**config.mk**
```make
export PLATFORM = sky130hd
export DESIGN_NAME = pipelined_shifter_flat
export DESIGN_NICKNAME = d
export VERILOG_FILES = /design/src/rtl/shifter_pkg.sv /design/src/rtl/pipelined_shifter_if.sv /design/src/rtl/shift_level.sv /design/src/rtl/pipelined_shifter.sv /design/src/flat_wrapper.sv
export SDC_FILE = /design/constraint.sdc
export NUM_CORES = 1
export LEC_CHECK = 0
export CELL_PAD_IN_SITES_DETAIL_PLACEMENT = 2
export CELL_PAD_IN_SITES_GLOBAL_PLACEMENT = 2
export CORE_MARGIN = 8
export CORE_UTILIZATION = 44
export CTS_CLUSTER_DIAMETER = 30
export DETAILED_ROUTE_END_ITERATION = 7
export PLACE_DENSITY = 0.95
export SYNTH_ARGS = -nofsm -noshare
export SYNTH_HDL_FRONTEND = slang
export SYNTH_SLANG_ARGS = --single-unit
```
**constraint.sdc**
```tcl
create_clock -name clk -period 3 [get_ports clk]
set_input_delay 0.6 -clock clk [delete_from_list [all_inputs] [get_ports clk]]
set_output_delay 0.6 -clock clk [all_outputs]
set_load 0.02 [all_outputs]
```
**src/rtl/shifter_pkg.sv**
```systemverilog
// Shared types and helpers for the pipelined barrel shifter.
package shifter_pkg;

    typedef enum logic [1:0] {
        SHIFT_SLL = 2'b00,
        SHIFT_SRL = 2'b01,
        SHIFT_SRA = 2'b10,
        SHIFT_ROR = 2'b11
    } shift_op_t;

    localparam int MAX_W = 256;

    // Reverses the low w bits of d; bits at w and above come back as zero.
    function automatic logic [MAX_W-1:0] bit_reverse(input logic [MAX_W-1:0] d, input int w);
        logic [MAX_W-1:0] r;
        r = {<<{d}};
        return r >> (MAX_W - w);
    endfunction

endpackage

```
**src/rtl/pipelined_shifter_if.sv**
```systemverilog
// Valid/ready operand and result bus of the pipelined shifter.
interface pipelined_shifter_if
    import shifter_pkg::*;
#(
    parameter int N     = 32,
    parameter int TAG_W = 4
) ();
    localparam int LEVELS = $clog2(N);

    logic              in_valid;
    logic              in_ready;
    logic [N-1:0]      in_data;
    logic [LEVELS-1:0] in_shamt;
    shift_op_t         in_op;
    logic [TAG_W-1:0]  in_tag;
    logic              out_valid;
    logic              out_ready;
    logic [N-1:0]      out_data;
    logic [TAG_W-1:0]  out_tag;

    modport master (
        output in_valid, in_data, in_shamt, in_op, in_tag, out_ready,
        input  in_ready, out_valid, out_data, out_tag
    );

    modport slave (
        input  in_valid, in_data, in_shamt, in_op, in_tag, out_ready,
        output in_ready, out_valid, out_data, out_tag
    );
endinterface

```
**src/rtl/shift_level.sv**
```systemverilog
// One combinational right-shift level by AMT; rotate fill exists only with PIPELINED_SHIFTER_ROTATE_EN.
module shift_level
    import shifter_pkg::*;
#(
    parameter int N   = 32,
    parameter int AMT = 1
) (
    input  logic [N-1:0] i_data,
    input  logic         i_en,
    input  shift_op_t    i_op,
    output logic [N-1:0] o_data
);
    logic [AMT-1:0] w_fill;

    // SRA keeps bit N-1 equal to the original sign, so the current MSB is a valid fill source.
    always_comb begin
        w_fill = '0;
        case (i_op)
            SHIFT_SRA: w_fill = {AMT{i_data[N-1]}};
`ifdef PIPELINED_SHIFTER_ROTATE_EN
            SHIFT_ROR: w_fill = i_data[AMT-1:0];
`endif
            default:   w_fill = '0;
        endcase
        o_data = i_en ? N'({w_fill, i_data} >> AMT) : i_data;
    end
endmodule

```
**src/rtl/pipelined_shifter.sv**
```systemverilog
// Pipelined barrel shifter (SLL/SRL/SRA, ROR when PIPELINED_SHIFTER_ROTATE_EN is defined)
// with valid/ready on both sides; SLL runs as reverse / shift right / reverse.
module pipelined_shifter
    import shifter_pkg::*;
#(
    parameter int N         = 32,
    parameter int REG_EVERY = 1,
    parameter int TAG_W     = 4
) (
    input  logic               clk,
    input  logic               rst,
    pipelined_shifter_if.slave bus
);
    localparam int LEVELS = $clog2(N);
    localparam int LAT    = (LEVELS + REG_EVERY - 1) / REG_EVERY;

    logic              r_valid [LAT];
    logic [N-1:0]      r_data  [LAT];
    logic [LEVELS-1:0] r_shamt [LAT];
    shift_op_t         r_op    [LAT];
    logic [TAG_W-1:0]  r_tag   [LAT];

    logic              w_adv       [LAT];
    logic              w_src_valid [LAT];
    logic [TAG_W-1:0]  w_src_tag   [LAT];

    logic [N-1:0]      w_in_data;
    logic [N-1:0]      w_lvl_in    [LEVELS];
    logic [N-1:0]      w_lvl_out   [LEVELS];
    logic [LEVELS-1:0] w_lvl_shamt [LEVELS];
    shift_op_t         w_lvl_op    [LEVELS];

    assign w_in_data = (bus.in_op == SHIFT_SLL) ? N'(bit_reverse(MAX_W'(bus.in_data), N))
                                                : bus.in_data;

    genvar gi;
    // Level chain: the first level of each stage reads the input or the previous slot.
    for (gi = 0; gi < LEVELS; gi++) begin : g_level
        localparam int STG = gi / REG_EVERY;
        if (gi % REG_EVERY == 0) begin : g_head
            if (STG == 0) begin : g_from_in
                assign w_lvl_in[gi]    = w_in_data;
                assign w_lvl_shamt[gi] = bus.in_shamt;
                assign w_lvl_op[gi]    = bus.in_op;
            end else begin : g_from_slot
                assign w_lvl_in[gi]    = r_data[STG-1];
                assign w_lvl_shamt[gi] = r_shamt[STG-1];
                assign w_lvl_op[gi]    = r_op[STG-1];
            end
        end else begin : g_chain
            assign w_lvl_in[gi]    = w_lvl_out[gi-1];
            assign w_lvl_shamt[gi] = w_lvl_shamt[gi-1];
            assign w_lvl_op[gi]    = w_lvl_op[gi-1];
        end

        shift_level #(.N(N), .AMT(1 << gi)) u_level (
            .i_data (w_lvl_in[gi]),
            .i_en   (w_lvl_shamt[gi][gi]),
            .i_op   (w_lvl_op[gi]),
            .o_data (w_lvl_out[gi])
        );
    end

    for (gi = 0; gi < LAT; gi++) begin : g_slot
        localparam int LAST = ((gi + 1) * REG_EVERY > LEVELS) ? LEVELS - 1 : (gi + 1) * REG_EVERY - 1;

        if (gi == 0) begin : g_src_in
            assign w_src_valid[gi] = bus.in_valid;
            assign w_src_tag[gi]   = bus.in_tag;
        end else begin : g_src_slot
            assign w_src_valid[gi] = r_valid[gi-1];
            assign w_src_tag[gi]   = r_tag[gi-1];
        end

        // Combinational ready chain: a slot moves if it is empty or its successor moves.
        if (gi == LAT - 1) begin : g_adv_last
            assign w_adv[gi] = !r_valid[gi] || bus.out_ready;
        end else begin : g_adv_mid
            assign w_adv[gi] = !r_valid[gi] || w_adv[gi+1];
        end

        always_ff @(posedge clk) begin
            if (rst) begin
                r_valid[gi] <= 1'b0;
                r_data[gi]  <= '0;
                r_shamt[gi] <= '0;
                r_op[gi]    <= SHIFT_SLL;
                r_tag[gi]   <= '0;
            end else if (w_adv[gi]) begin
                r_valid[gi] <= w_src_valid[gi];
                if (w_src_valid[gi]) begin
                    r_data[gi]  <= w_lvl_out[LAST];
                    r_shamt[gi] <= w_lvl_shamt[LAST];
                    r_op[gi]    <= w_lvl_op[LAST];
                    r_tag[gi]   <= w_src_tag[gi];
                end
            end
        end
    end

    assign bus.in_ready  = w_adv[0];
    assign bus.out_valid = r_valid[LAT-1];
    assign bus.out_tag   = r_tag[LAT-1];
    assign bus.out_data  = (r_op[LAT-1] == SHIFT_SLL) ? N'(bit_reverse(MAX_W'(r_data[LAT-1]), N))
                                                      : r_data[LAT-1];
endmodule

```
**src/flat_wrapper.sv**
```systemverilog
// flat-port wrapper written by rule: the top's interface ports become plain ports
module pipelined_shifter_flat import shifter_pkg::*;
#(
    parameter int N         = 32,
    parameter int REG_EVERY = 1,
    parameter int TAG_W     = 4
)
  (clk, rst, bus_in_valid, bus_in_data, bus_in_shamt, bus_in_op, bus_in_tag, bus_out_ready, bus_in_ready, bus_out_valid, bus_out_data, bus_out_tag);
  pipelined_shifter_if #(.N(N), .TAG_W(TAG_W)) bus_i ();
  input  logic clk;
  input  logic rst;
  input wire logic [$bits(bus_i.in_valid)-1:0] bus_in_valid;
  input wire logic [$bits(bus_i.in_data)-1:0] bus_in_data;
  input wire logic [$bits(bus_i.in_shamt)-1:0] bus_in_shamt;
  input wire logic [$bits(bus_i.in_op)-1:0] bus_in_op;
  input wire logic [$bits(bus_i.in_tag)-1:0] bus_in_tag;
  input wire logic [$bits(bus_i.out_ready)-1:0] bus_out_ready;
  output wire logic [$bits(bus_i.in_ready)-1:0] bus_in_ready;
  output wire logic [$bits(bus_i.out_valid)-1:0] bus_out_valid;
  output wire logic [$bits(bus_i.out_data)-1:0] bus_out_data;
  output wire logic [$bits(bus_i.out_tag)-1:0] bus_out_tag;
  assign bus_i.in_valid = bus_in_valid;
  assign bus_i.in_data = bus_in_data;
  assign bus_i.in_shamt = bus_in_shamt;
  assign bus_i.in_op = bus_in_op;
  assign bus_i.in_tag = bus_in_tag;
  assign bus_i.out_ready = bus_out_ready;
  assign bus_in_ready = bus_i.in_ready;
  assign bus_out_valid = bus_i.out_valid;
  assign bus_out_data = bus_i.out_data;
  assign bus_out_tag = bus_i.out_tag;
  pipelined_shifter #(.N(N), .REG_EVERY(REG_EVERY), .TAG_W(TAG_W)) u_core (.clk(clk), .rst(rst), .bus(bus_i));
endmodule
```
==> results.yml, run 1 <==
run_status:
  status: "finished clean"
setup_path:
  reg2reg_to: "u_core.r_data[4][17]"
  cp.arrival_ps: 2310
  worst-path-max-fanout: 32
  slowest_stage: "clkdlybuf4s50_1"
  rrSetupSlack_ps: 970
  worstRegToRegCells: 3
  path_buf_inv: 2
  cp_data_required_time_ps: 2400
  end_kind: "output port"
  reg2reg_from: "u_core.r_shamt[3][4]"
  cp-start-kind: "register"
  crit_chain: "nor2_2, clkbuf_8, mux2_2, clkdlybuf4s50_1"
  path_class: "register to output port"
  worst_path_largest_cell_delay_ps: 560
  cpLargestDelayFamily: "buffers and inverters"
floorplan:
  die_area_sq_um: 27800
  rows: 55
  start_util: 0.445
  die_h_microns: 167
  design.core.area_sq_um: 22400
  ios: 85
  dieWidth_microns: 167
power:
  pwr-share-comb: 0.083
  swShare: 0.245
  power.internal_mw: 6.41
  p_leak_nw: 4.44
  seqPwrFrac: 0.408
  p_clk_frac: 0.509
  p_switching_mw: 2.08
  irDropWorstVdd_v: 0.000351
  power_density_nw_per_um2: 687
logic_synthesis:
  netlist_instances: 747
  ys.flop_type: "edfxtp_1"
  synth_edf_count: 205
  synth-seq-cells: 205
  yosysWarnings: 0
  synth_cell_type_count: 38
  synthesis.nets: 794
  syn_area_sq_um: 9990
  avgSynthCellArea_sq_um: 13.4
  yosysSeqAreaShare: 0.616
  ys_async_sr_fraction: 0
clock_tree:
  clockBufferDepth: 3
  clk_latency_ps: 520
  cts_buffers: 43
  clk_pin_slew_worst_paths_ps: 50
  hold_buffers: 0
  cts_tree: "built"
  cts.sinks: 205
  htree_levels: 2
  clockRootBuffer: "clkbuf_16"
  post_cts_buffers: 0
drt:
  routed_wl_microns: 30700
  first_pass_iters: 4
  wl_per_cell_microns: 26.4
  drt_iter0_markers: 256
  detail_route.vias_per_cell: 5.64
  drc: 0
  ant_nets: 0
  via_count: 6546
timing:
  setup_viol: 0
  max-slew-margin-rel: 0.484
  hold_slack_ps: 526
  worst_slew_pin_slew_ps: 770
  finalSetupTns_ps: 0
  maxSlewViolCount: 0
  fmax_mhz: 344
  setup_ws_ps: 94.4
  finalCriticalPeriod_ps: 2910
  finalHoldViolations: 0
  clock_skew_ps: 13.2
  period_share: 0.969
  rsz0062_at_grt: "no"
grt:
  grt_first_pass_wirelength_microns: 47700
  grt_max_degree: 44
  grt_pass1_vias: 7543
  grt_util_met2: 0.426
  antenna_found_initial: 0
  use_met1: 0.243
  grt-busiest-layer: "met2"
  grtUsageMet3: 0.0416
  grt_overflow_total: 0
  grt_usage: 0.222
placement:
  place_ws_ps: 225
  port_buffers: 84
  routabilityCongestion: 0.803
  place_hpwl_microns: 18900
finish:
  drive_gt1_frac: 0.169
  antenna_cells: 0
  area_delta_synth_final_pct: 23.7
  final_nets: 891
worst_hold_path:
  holdPathStages: 1
  hold_end: "u_core.r_tag[3][1]"
  hp-start: "u_core.r_tag[2][1]"
  holdCritPathClass: "register to register"
run:
  cap_violations: 0
[metrics by stage]
stage	power [mW]	instances	area [sq um]	util
6_report	8.49	1160	12400	0.551
5_1_grt	8.74	1160	12400	0.551
4_1_cts	8.57	1160	12400	0.551
3_5_place_dp	4.18	1084	11100	0.493
3_3_place_gp	4.09	1084	11100	0.493
2_1_floorplan	3.88	747	9990	-
[power groups by stage]
stage | clock [mW] | combinational (mW) | sequential, mW
2_1_floorplan | 0 | 0.445 | 3.44
3_3_place_gp | 0 | 0.637 | 3.46
3_5_place_dp | 0 | 0.681 | 3.50
4_1_cts | 4.40 | 0.713 | 3.46
5_1_grt | 4.51 | 0.753 | 3.47
6_report | 4.32 | 0.707 | 3.46
[area by class of cell]
cell class,instances,area (sq um)
clock buffer,52,1110
clock inverter,24,179
sequential,205,6160
tap,285,357
multi-input combinational,479,3510
timing repair buffer,104,1000
fill,2061,10100
inverter,11,42.5
[kinds of logic after synthesis]
| logic type | Yosys count | share of synthesized area |
|---|---|---|
| flip-flops | 205 | 0.616 |
| multiplexers | 133 | 0.137 |
| AO/OA/AOI/OAI | 97 | 0.0681 |
| buffers and inverters | 63 | 0.0327 |
| AND/OR/NAND/NOR | 249 | 0.146 |
[routing by layer]
metal  share of wire  wire length (microns)
met5               0                      0
met2            0.55                  16800
met4           0.026                    784
met3           0.038                   1180
met1            0.39                  11900
[placed cells by master (no fill, tap or decap), types with 2 or more instances in the layout]
master           netlist  layout
a211oi_1              25      25
a21o_1                 5       5
a21oi_1               31      31
a221oi_1               2       2
a311oi_1              26      26
and2_1                31      31
and3_1                12      12
buf_4                  1      18
bufinv_16              0       2
clkbuf_1              12       9
clkbuf_16              0      43
clkdlybuf4s50_1        0      83
clkinv_1               0       9
clkinv_2               1       8
clkinvlp_4             0       2
edfxtp_1             205     205
inv_1                  9       9
inv_6                  0       3
mux2_2                32      32
mux2i_1              101     101
nand2_1               35      35
nand2b_1              33      33
nand3b_1               3       3
nand4b_1               5       5
nor2_1                75      74
nor2_2                 1       2
nor2_4                29      29
nor2b_1               16      16
nor3b_1                3       3
o21ai_0                5       5
[worst max-delay path by stage]
stage                            startpoint                  end  slack, ps  cells past startpoint
final                     u_core.r_op[4][1]     bus_out_data[12]         90                      4
after global routing      u_core.r_op[4][1]     bus_out_data[28]          4                      4
after CTS                 u_core.r_op[4][1]     bus_out_data[28]         60                      4
after detailed placement      bus_out_ready         bus_in_ready        220                      4
after global placement        bus_out_ready         bus_in_ready        290                      4
after floorplan               bus_out_ready  u_core.r_data[0][0]        630                      3
[state kept, by name, indices dropped and copies added, names as in the netlist]
name and count:
u_core.r_tag 20, u_core.r_op 10, u_core.r_valid 5, u_core.r_data 160, u_core.r_shamt 10
[synthesized netlist by cell type (16+ instances only)]
master	count	area share
a311oi_1	26	0.023
buf_2	34	0.017
nor2_1	75	0.028
nor2b_1	16	0.010
edfxtp_1	205	0.62
a21oi_1	31	0.016
nor2_4	29	0.033
nand2b_1	33	0.021
mux2_2	32	0.036
and2_1	31	0.019
mux2i_1	101	0.10
nand2_1	35	0.013
a211oi_1	25	0.019
[what timing repair did]
item,in CTS,in global routing
cloned,0,0
endpoints found under the setup margin,9,1
gates resized for setup,1,1
pin swaps,0,0
No activity file was read; power rests on OpenSTA's default activity.
==> run 2, diff against run 1 <==
--- a/config.mk
+++ b/config.mk
@@ -8,10 +8,10 @@
 export CELL_PAD_IN_SITES_DETAIL_PLACEMENT = 2
 export CELL_PAD_IN_SITES_GLOBAL_PLACEMENT = 2
 export CORE_MARGIN = 8
-export CORE_UTILIZATION = 44
+export CORE_UTILIZATION = 41
 export CTS_CLUSTER_DIAMETER = 30
 export DETAILED_ROUTE_END_ITERATION = 7
-export PLACE_DENSITY = 0.95
+export PLACE_DENSITY = 0.91
 export SYNTH_ARGS = -nofsm -noshare
 export SYNTH_HDL_FRONTEND = slang
 export SYNTH_SLANG_ARGS = --single-unit
==> constraint.sdc (replaced) <==
create_clock -name clk -period 2.74 [get_ports clk]
set_input_delay 0.548 -clock clk [delete_from_list [all_inputs] [get_ports clk]]
set_output_delay 0.548 -clock clk [all_outputs]
set_load 0.02 [all_outputs]
==> run 2 against run 1 <==
  * Clock skew increased by 20 ps
  * Sequential power grew 9.0%
  * First-iteration DRC count shrank 21%
  * Total power is 12% higher
  * Worst hold slack worse by 1.5 ps
  * Worst setup slack gained 82 ps
  * Register-to-register slack got worse by 120 ps
  * Largest cell class unchanged
  * Sequential share of layout area down 0.73 points
  * Clock-buffer cell count fell by 3
==> results.yml, run 2 (synthesized netlist as in run 1, its figures left out) <==
drt:
  wl_per_cell_microns: 22.4
  detail_route.vias_per_cell: 5.24
  wl_met2_microns: 14700
  first_pass_iters: 4
  drc: 0
  routed_wl_microns: 26900
  top_layer_used: "met4"
  drt_iter0_markers: 201
  via_count: 6299
  ant_nets: 0
  met3WireLength_microns: 1000
  wl_met1_microns: 10400
placement:
  place_ws_ps: 93.4
  place_hpwl_microns: 17900
  place_inst: 1126
  port_buffers: 84
  routabilityCongestion: 0.789
run_status:
  status: "finished clean"
timing:
  setup_ws_ps: 176
  max-slew-margin-rel: 0.545
  period_share: 0.936
  finalHoldViolations: 0
  worst_slew_pin_slew_ps: 679
  fmax_mhz: 390
  maxSlewViolCount: 0
  rsz0062_at_grt: "no"
  clock_skew_ps: 33.0
  hold_slack_ps: 524
  finalCriticalPeriod_ps: 2560
  finalSetupTns_ps: 0
  setup_viol: 0
run:
  cap_violations: 0
setup_path:
  worst-path-max-fanout: 32
  path_class: "register to output port"
  rrSetupSlack_ps: 850
  end_kind: "output port"
  worst_path_largest_cell_delay_ps: 390
  crit_path_end: "bus_out_data[0]"
  path_buf_inv: 2
  cp_data_required_time_ps: 2190
  worstRegToRegCells: 4
  cp.depth: 4
  slowest_stage: "edfxtp_1"
  reg2reg_to: "u_core.r_data[0][15]"
  crit_chain: "nor2_2, buf_12, mux2_2, dlygate4sd2_1"
  crit_path_start: "u_core.r_op[4][1]"
  cp-start-kind: "register"
  cp.arrival_ps: 2020
  cpLargestDelayFamily: "buffers and inverters"
  reg2reg_from: "u_core.r_valid[3]"
clock_tree:
  post_cts_buffers: 0
  cts.sinks: 205
  htree_levels: 2
  clk_latency_ps: 520
  clk_pin_slew_worst_paths_ps: 60
  clockRootBuffer: "clkbuf_16"
  cts_buffers: 41
  cts_tree: "built"
  clockBufferDepth: 3
power:
  p_switching_mw: 2.27
  p_leak_nw: 4.60
  pwr-share-comb: 0.078
  power.internal_mw: 7.27
  swShare: 0.238
  p_clk_frac: 0.527
  power.total_mw: 9.54
  seqPwrFrac: 0.395
  power_density_nw_per_um2: 760
  irDropWorstVdd_v: 0.000384
finish:
  max_flop_register: "u_core.r_data"
  final_nets: 892
  multi_input_area_sq_um: 3510
  drive_gt1_frac: 0.180
  layout_commonest_cell: "edfxtp_1"
  largest_reg_flops: 160
  antenna_cells: 0
  mostFrequentLayoutCells: "edfxtp_1, mux2i_1, nor2_1"
  fill_cells: 2306
  fin_cells: 1201
  area_delta_synth_final_pct: 25.6
  reg_top3: "u_core.r_data: 160 flops, u_core.r_tag: 20 flops"
  regArea_sq_um: 6160
worst_hold_path:
  holdCritPathClass: "register to register"
floorplan:
  ios: 85
  design.core.area_sq_um: 24100
  rows: 57
  start_util: 0.414
  die_area_sq_um: 29600
  dieWidth_microns: 172
  die_h_microns: 172
grt:
  antenna_found_initial: 0
  grt_usage: 0.186
  grt_max_degree: 43
  grt_overflow_total: 0
  grt_pass1_vias: 7235
  grt_first_pass_wirelength_microns: 42500
## run 2: layout make-up
| type | instances | area share |
|---|---|---|
| clock inverters | 26 | 0.0253 |
| repair buffers | 107 | 0.0824 |
| clock buffers | 49 | 0.0859 |
| inverters | 11 | 0.00339 |
| multi-input cells | 479 | 0.280 |
| flip-flops and latches | 205 | 0.491 |
| well taps | 324 | 0.0323 |
## run 2: worst min path at each step
stage                                     from                    to  slack [ps]  cells past startpoint
after floorplan           u_core.r_shamt[0][2]  u_core.r_shamt[1][2]         500                      1
after global placement    u_core.r_shamt[1][3]  u_core.r_shamt[2][3]         500                      1
after detailed placement  u_core.r_shamt[2][4]  u_core.r_shamt[3][4]         520                      1
after CTS                 u_core.r_shamt[1][4]  u_core.r_shamt[2][4]         530                      1
after global routing      u_core.r_shamt[1][4]  u_core.r_shamt[2][4]         550                      1
final                     u_core.r_shamt[1][4]  u_core.r_shamt[2][4]         520                      1
## run 2: repair_timing
action	4_1_cts	5_1_grt
resized for setup	32	1
setup endpoints to repair	32	1
hold buffers	0	0
endpoints found under the hold margin	0	0
## run 2: power groups by stage
stage / Sequential [mW] / Clock [mW] / Combinational (mW)
floorplan: 3.76 / 0 / 0.488
global placement: 3.79 / 0 / 0.711
detailed placement: 3.82 / 0 / 0.755
CTS: 3.77 / 5.12 / 0.753
global route: 3.78 / 5.23 / 0.798
finish: 3.77 / 5.03 / 0.742
## run 2: layer usage
metal  vias up  GRT usage
li1       2987          -
met1      3104      0.201
met2       155      0.357
met3        53     0.0315
met4         0     0.0656
met5         -          0
## run 2: worst reg2reg max path: stages (launching register included)
cell and delay [ps]:
edfxtp_1 470, and4b_4 270, nand3_1 120, a21o_1 150, buf_4 450
## run 2: through the flow
stage,util,area (sq um)
finish,0.520,12500
global route,0.520,12500
CTS,0.520,12500
detailed placement,0.464,11200
global placement,0.464,11200
floorplan,-,9990
==> run 3, diff against run 2 <==
--- a/config.mk
+++ b/config.mk
@@ -7,11 +7,12 @@
 export LEC_CHECK = 0
 export CELL_PAD_IN_SITES_DETAIL_PLACEMENT = 2
 export CELL_PAD_IN_SITES_GLOBAL_PLACEMENT = 2
+export CORE_ASPECT_RATIO = 2
 export CORE_MARGIN = 8
 export CORE_UTILIZATION = 41
 export CTS_CLUSTER_DIAMETER = 30
 export DETAILED_ROUTE_END_ITERATION = 7
-export PLACE_DENSITY = 0.91
+export PLACE_DENSITY = 0.81
 export SYNTH_ARGS = -nofsm -noshare
 export SYNTH_HDL_FRONTEND = slang
 export SYNTH_SLANG_ARGS = --single-unit
==> run 3 against run 2 <==
  * Core utilization fell by 1.4 points
  * Combinational power is 2.8% higher
  * Die area up 1.0%
  * Worst hold slack gained 3.9 ps
  * Critical path depth unchanged
  * Non-clock buffer count decreased by 1
  * Total power fell by 6.8%
  * Clock power is 13% lower
  * Global-route usage grew 0.86 points
  * Maximum frequency is 2.8% lower
  * Sequential power barely moved
  * Critical endpoint is now bus_in_ready
  * Worst setup slack got worse by 74 ps
==> results.yml, run 3 (synthesized netlist as in run 1, its figures left out) <==
drt:
  drc: 0
  ant_nets: 0
  detail_route.vias_per_cell: 5.57
  via_count: 6417
  first_pass_iters: 4
  routed_wl_microns: 28400
  drt_iter0_markers: 263
  wl_per_cell_microns: 24.7
finish:
  largest_reg_flops: 160
  area_delta_synth_final_pct: 22.8
  antenna_cells: 0
  max_flop_register: "u_core.r_data"
  drive_gt1_frac: 0.171
  layout_commonest_cell: "edfxtp_1"
  mostFrequentLayoutCells: "edfxtp_1, mux2i_1, nor2_1"
  utilization: 0.506
  final_nets: 884
  reg_top3: "u_core.r_data: 160 flops, u_core.r_tag: 20 flops"
  fill_cells: 2288
grt:
  grt_overflow_total: 0
  grt_usage: 0.194
  grt_first_pass_wirelength_microns: 44700
  grt_max_degree: 64
  grt_pass1_vias: 7406
  antenna_found_initial: 0
run:
  cap_violations: 0
floorplan:
  design.core.area_sq_um: 24200
  die_area_sq_um: 29900
  start_util: 0.412
  die_h_microns: 237
  rows: 81
  dieWidth_microns: 126
  ios: 85
clock_tree:
  cts_buffers: 34
  clk_latency_ps: 500
  clockRootBuffer: "clkbuf_16"
  clockBufferDepth: 3
  clk_pin_slew_worst_paths_ps: 50
  htree_levels: 2
  cts.sinks: 205
  cts_tree: "built"
power:
  irDropWorstVdd_v: 0.000548
  p_leak_nw: 4.50
  power.total_mw: 8.89
  power_density_nw_per_um2: 725
timing:
  fmax_mhz: 379
  hold_slack_ps: 528
  finalHoldViolations: 0
  worst_slew_pin_slew_ps: 822
  period_share: 0.963
  clock_skew_ps: 20.5
  maxSlewViolCount: 0
  finalSetupTns_ps: 0
  finalCriticalPeriod_ps: 2640
  setup_viol: 0
  rsz0062_at_grt: "no"
  max-slew-margin-rel: 0.449
setup_path:
  cp_data_required_time_ps: 2190
  crit_chain: "clkdlybuf4s50_1, and4b_4, nand3_1, clkdlybuf4s50_1"
  cp_common_cell: "clkdlybuf4s50_1"
  cpLargestDelayFamily: "buffers and inverters"
  end_kind: "output port"
  worst_path_largest_cell_delay_ps: 580
  cp-start-kind: "input pin"
  path_class: "input pin to output port"
  path_buf_inv: 2
  cp.arrival_ps: 2090
  worst-path-max-fanout: 5
  slowest_stage: "clkdlybuf4s50_1"
placement:
  port_buffers: 84
  routabilityCongestion: 0.803
  place_hpwl_microns: 18800
run_status:
  status: "finished clean"
worst_hold_path:
  holdCritPathClass: "register to register"
## run 3: worst paths after layout
check                                          start  cells after the start  slack (ps)                    to
worst max-delay path                   bus_out_ready                      4         100          bus_in_ready
worst min-delay path              u_core.r_tag[2][0]                      1         530    u_core.r_tag[3][0]
worst max register to register  u_core.r_shamt[3][4]                      3         680  u_core.r_data[4][28]
worst min register to register    u_core.r_tag[2][0]                      1         530    u_core.r_tag[3][0]
## run 3: power breakdown
part	total [mW]	internal (mW)	switching, mW
Combinational	0.763	0.304	0.460
Clock	4.36	2.82	1.54
Sequential	3.77	3.65	0.118
Total	8.89	6.77	2.12
## run 3: timing repair
action / CTS / global route
gates resized for setup: 35 / 0
hold buffers: 0 / 0
buffers inserted: 0 / 0
endpoints found under the setup margin: 32 / 0
## run 3: area by class of cell
cell class                      count  area (sq um)  share of cell area
Inverter                           11          42.5             0.00347
Sequential cell                   205          6160               0.502
Timing Repair Buffer              106          1030              0.0841
Clock buffer                       38           887              0.0723
Clock inverter                     23           265              0.0216
Multi-Input combinational cell    479          3520               0.287
Tap cell                          290           363              0.0296
## run 3: routing by layer
metal | routed length [microns] | track usage | vias to the layer above
met4 | 923 | 0.0804 | 0
met5 | 0 | 0 | -
met3 | 780 | 0.0257 | 56
li1 | - | - | 2959
met1 | 9880 | 0.191 | 3278
met2 | 16800 | 0.389 | 124
## run 3: through the flow
step                      setup slack [ps]  instance area [sq um]  std cells
final                                  102                  12300       1152
after CTS                             78.0                  12300       1152
after detailed placement               114                  11100       1091
after global placement                 156                  11100       1091
after floorplan                        407                   9990        747
after global routing                  25.6                  12300       1152
